===== src/rtl/deadlock_watchdog.sv =====
// Deadlock watchdog: qualifies a sustained block condition from the
// per-process deadlock monitors over CONFIRM_CYCLES consecutive cycles,
// then latches a one-shot report (lowest blocked monitor index plus
// stream/process block snapshots) that is held until acknowledged.
// The deadlock flag is sticky until reset.
module deadlock_watchdog #(
    parameter int MONITOR_NUM    = 4,
    parameter int CONFIRM_CYCLES = 1024,
    parameter int AXIS_W         = 12,
    parameter int IDLE_W         = 21,
    parameter int BLK_W          = 16,
    localparam int IDX_W         = (MONITOR_NUM > 1) ? $clog2(MONITOR_NUM) : 1
) (
    input  logic                   clock,
    input  logic                   reset,
    input  logic [MONITOR_NUM-1:0] monitor_block,
    input  logic [AXIS_W-1:0]      axis_block_sigs,
    input  logic [IDLE_W-1:0]      inst_idle_sigs,
    input  logic [BLK_W-1:0]       inst_block_sigs,
    input  logic                   report_ack,
    output logic                   report_valid,
    output logic [IDX_W-1:0]       report_idx,
    output logic [AXIS_W-1:0]      report_axis,
    output logic [BLK_W-1:0]       report_blk,
    output logic                   deadlock
);

    // Confirmation threshold in the width of the qualification counter
    localparam logic [15:0] CONFIRM_LIM = 16'(CONFIRM_CYCLES);

    typedef enum logic [1:0] {
        ST_IDLE    = 2'd0,
        ST_SUSPECT = 2'd1,
        ST_REPORT  = 2'd2,
        ST_DONE    = 2'd3
    } state_t;

    state_t            state_r;
    logic [15:0]       count_r;
    logic              any_block_s;
    logic              all_idle_s;
    logic              confirm_s;
    logic [IDX_W-1:0]  low_idx_s;

    // Index of the lowest set bit; zero when no bit is set
    function automatic logic [IDX_W-1:0] lowest_set(input logic [MONITOR_NUM-1:0] vec);
        logic [IDX_W-1:0] idx;
        idx = {IDX_W{1'b0}};
        for (int i = MONITOR_NUM - 1; i >= 0; i--) begin
            if (vec[i]) begin
                idx = IDX_W'(i);
            end else begin
                idx = idx;
            end
        end
        return idx;
    endfunction

    // Reduce the live flags and decide whether this cycle completes qualification
    always_comb begin
        any_block_s = |monitor_block;
        all_idle_s  = &inst_idle_sigs;
        low_idx_s   = lowest_set(monitor_block);
        // In IDLE count_r is zero, so this also covers a one-cycle threshold
        confirm_s   = ((count_r + 16'd1) == CONFIRM_LIM);
    end

    // Qualification FSM with registered report outputs and sticky deadlock flag
    always_ff @(posedge clock) begin
        if (reset) begin
            state_r      <= ST_IDLE;
            count_r      <= 16'd0;
            report_valid <= 1'b0;
            report_idx   <= {IDX_W{1'b0}};
            report_axis  <= {AXIS_W{1'b0}};
            report_blk   <= {BLK_W{1'b0}};
            deadlock     <= 1'b0;
        end else begin
            case (state_r)
                ST_IDLE, ST_SUSPECT: begin
                    // Completion (all idle) wins over blockage; any gap restarts
                    if (all_idle_s || !any_block_s) begin
                        state_r <= ST_IDLE;
                        count_r <= 16'd0;
                    end else if (confirm_s) begin
                        state_r      <= ST_REPORT;
                        count_r      <= CONFIRM_LIM;
                        report_valid <= 1'b1;
                        deadlock     <= 1'b1;
                        report_idx   <= low_idx_s;
                        report_axis  <= axis_block_sigs;
                        report_blk   <= inst_block_sigs;
                    end else begin
                        state_r <= ST_SUSPECT;
                        count_r <= count_r + 16'd1;
                    end
                end
                ST_REPORT: begin
                    // Snapshots hold until the consumer accepts the report
                    if (report_ack) begin
                        state_r      <= ST_DONE;
                        report_valid <= 1'b0;
                    end else begin
                        state_r <= ST_REPORT;
                    end
                end
                ST_DONE: begin
                    state_r <= ST_DONE;
                end
                default: begin
                    state_r      <= ST_IDLE;
                    count_r      <= 16'd0;
                    report_valid <= 1'b0;
                end
            endcase
        end
    end

endmodule


===== config.mk =====
export PLATFORM = sky130hd
export DESIGN_NAME = deadlock_watchdog
export DESIGN_NICKNAME = d
export VERILOG_FILES = /design/src/rtl/deadlock_watchdog.sv
export SDC_FILE = /design/constraint.sdc
export NUM_CORES = 1
export LEC_CHECK = 0
export CORE_ASPECT_RATIO = 0.75
export CORE_MARGIN = 2
export CORE_UTILIZATION = 48
export DETAILED_ROUTE_END_ITERATION = 8
export PLACE_DENSITY = 0.84
export SYNTH_ARGS = -nofsm -noshare
export SYNTH_HDL_FRONTEND = slang
export SYNTH_SLANG_ARGS = --single-unit

===== constraint.sdc =====
create_clock -name clock -period 6.6 [get_ports clock]
set_input_delay 1.98 -clock clock [delete_from_list [all_inputs] [get_ports clock]]
set_output_delay 1.98 -clock clock [all_outputs]
set_load 0.05 [all_outputs]

==> flow_metrics.env <==
export IMPL_clk_pin_slew_ns=0.09
export IMPL_synth_largest_area_cell="dfxtp_1"
export IMPL_clock_latency_ns=0.30
export IMPL_layout_min_cycle_time_ns=4.17
export IMPL_timing_final_max_slew_violations=0
export IMPL_syn_nets=356
export IMPL_leakage_nw=1.12
export IMPL_yosys_warnings=0
export IMPL_post_drt_via_cell_ratio=6.23
export IMPL_maxCapViolCount=0
export IMPL_met3_usage_pct=5.08
export IMPL_dp_hpwl_um=4990
export IMPL_rsz0062_at_grt="no"
export IMPL_cts_sinks=50
export IMPL_use_met1_pct=34.9
export IMPL_cts_tree="built"
export IMPL_syn_area_um2=2510
export IMPL_fp_row_count=22
export IMPL_antenna_left=0
export IMPL_slew_limit_headroom_pct=36.0
export IMPL_final_nets=427
export IMPL_synth_avg_cell_area_um2=8.40
export IMPL_drt_initial_drc_count=265
export IMPL_area_delta_synth_final_pct=39.2
export IMPL_grt_pass1_vias=2450
export IMPL_busiest_layer="met2"
export IMPL_multi_input_area_um2=1360
export IMPL_ir_drop_mv=0.119
export IMPL_skew_ns=0.00193
export IMPL_cts_root_buf="clkbuf_8"
export IMPL_routed_wl_um=7360
export IMPL_coreArea_um2=4950
export IMPL_hold_buffers=0
export IMPL_hold_viol=0
export IMPL_io_pins=88
export IMPL_dieArea_um2=5830
export IMPL_place_ws_ns=2.15
export IMPL_cp_end_kind="register"
export IMPL_reg2reg_from="count_r[0]"
export IMPL_finalPower_mw=0.623
export IMPL_synth_main_ff_cell="dfxtp_1"
export IMPL_grt_antenna_before_repair=0
export IMPL_ys_seq_area_share_pct=39.8
export IMPL_diodes=0
export IMPL_worst_endpoint_required_ns=6.76
export IMPL_timing_hold_ws_ns=0.472
export IMPL_critPathArrivalTime_ns=4.33
export IMPL_fin_ws_ns=2.43
export IMPL_seq_area_um2=1000
export IMPL_cts_resized=0
export IMPL_portBuffers=87
export IMPL_ys_seq_elements=50
export IMPL_synth_edf_count=0
export IMPL_grt_pass1_wl_um=11700
export IMPL_dieWidth_um=87.5
export IMPL_n_fill_cell=392
export IMPL_final_common_cell="clkdlybuf4s50_1"
export IMPL_critPathKind="in2reg"
export IMPL_drive_gt1_share_pct=7.01
export IMPL_cts_buffers=5
export IMPL_grt_max_degree=35
export IMPL_h_tree_depth=2
export IMPL_synthTopCellsByArea="dfxtp_1 40%, nand4_1 8.7%, o31ai_1 8.7%, a21oi_1 7.4%, nand2_1 2.7%"
export IMPL_fmax_mhz=240
export IMPL_min_from="report_axis[5]"
export IMPL_status="finished clean"
export IMPL_synth_cell_types=48
export IMPL_dr_pass1_iters=5
export IMPL_start_util_pct=50.7
export IMPL_finalSetupViolCount=0
export IMPL_synth_cells=299
export IMPL_yosysTopAreaCellShare_pct=39.8
export IMPL_wl_per_cell_um=17.1
export IMPL_critPathLaunchType="input port"
export IMPL_grtUsageTotal_pct=25.3
export IMPL_hp_class="reg2reg"
export IMPL_cts_buffer_depth=2
export IMPL_worst_pin_slew_ns=0.961
export IMPL_path_max_fanout=34
export IMPL_period_share_pct=63.2
export IMPL_crit_start="inst_idle_sigs[17]"
export IMPL_tns_ns=0
export IMPL_final_cell_mix="87 x clkdlybuf4s50_1, 50 x dfxtp_1, 37 x a21oi_1"
export IMPL_die_y_um=66.7
export IMPL_post_route_drc_count=0
export IMPL_met2_usage_pct=40.8
export IMPL_routabilityCongestion=0.886
export IMPL_gr_total_overflow=0
export IMPL_via_count=2683
export IMPL_async_reset_ff_share_pct=0
export IMPL_post_cts_buffers=0
export IMPL_powerDensity_nw_per_um2=178
-- flip-flops by register name (all words and copies together) (netlist names) --
name          count
count_r          16
report_blk       16
report_axis      12
report_idx        2
state_r           2
deadlock          1
report_valid      1
-- routing by layer --
metal / routed length [um] / up-vias
met5: 0 / -
met4: 81 / 0
met3: 487 / 11
met2: 3390 / 117
met1: 3400 / 1262
li1: - / 1293
-- per-stage QoR --
stage,cells,area (um^2),util (%)
floorplan,299,2510,-
global placement,423,3350,67.7
detailed placement,423,3350,67.7
CTS,431,3500,70.6
global route,431,3500,70.6
finish,431,3500,70.6
-- cells by family after synthesis --
logic type               Yosys count  synth area share, %
flip-flops                        50                 39.8
multiplexers                       4                 1.69
buffers and inverters             32                 6.18
adder cells (fa/ha/maj)            1                0.498
AND/OR/NAND/NOR                  110                 25.8
AO/OA/AOI/OAI                     98                 24.6
XOR/XNOR                           4                 1.39
-- area by class of cell --
cell class | count | share of cell area, %
tap | 60 | 2.15
timing repair buffer | 91 | 25.8
multi-input combinational | 217 | 38.9
inverter | 5 | 0.537
clock buffer | 6 | 2.36
sequential | 50 | 28.6
clock inverter | 2 | 1.72
-- cell usage after synthesis (2+ instances only) --
cell and number:
inv_1 5, nand2_1 18, clkbuf_1 17, nor4_1 6, buf_4 4, buf_6 2, a21oi_1 37, o21ai_0 13
o21a_1 4, a211oi_1 2, nand4_1 35, nor2b_1 2, or2_2 3, and3_1 4, or4_1 2, mux2i_1 2
nor3_1 7, o31ai_1 29, mux2_2 2, nor2_1 12, xnor2_1 2, xor2_1 2, buf_2 4, nand3_1 9
dfxtp_1 50, a21o_1 2, a31oi_1 3
-- critical path, stage by stage --
cell             delay, ns
clkdlybuf4s50_1       0.46
nand4_1               0.08
or4_1                 0.55
o211ai_1              0.18
buf_4                 0.38
nor2_1                0.14
o21ai_0               0.35
o21ai_0               0.20
-- power breakdown --
part           switching (mW)  internal, mW  leakage (nW)  total (mW)
Sequential            0.00261         0.303         0.403       0.306
Clock                   0.104         0.162        0.0714       0.265
Combinational          0.0183        0.0330         0.650      0.0513
Total                   0.125         0.498          1.12       0.623
-- final timing paths --
check / cells after the start / slack, ns / to
worst max-delay path: 8 / 2.43 / count_r[14]
worst min register to register: 2 / 0.47 / report_axis[5]
worst min-delay path: 2 / 0.47 / report_axis[5]
worst max register to register: 7 / 3.26 / count_r[14]
Power figures use the tool's default switching activity.
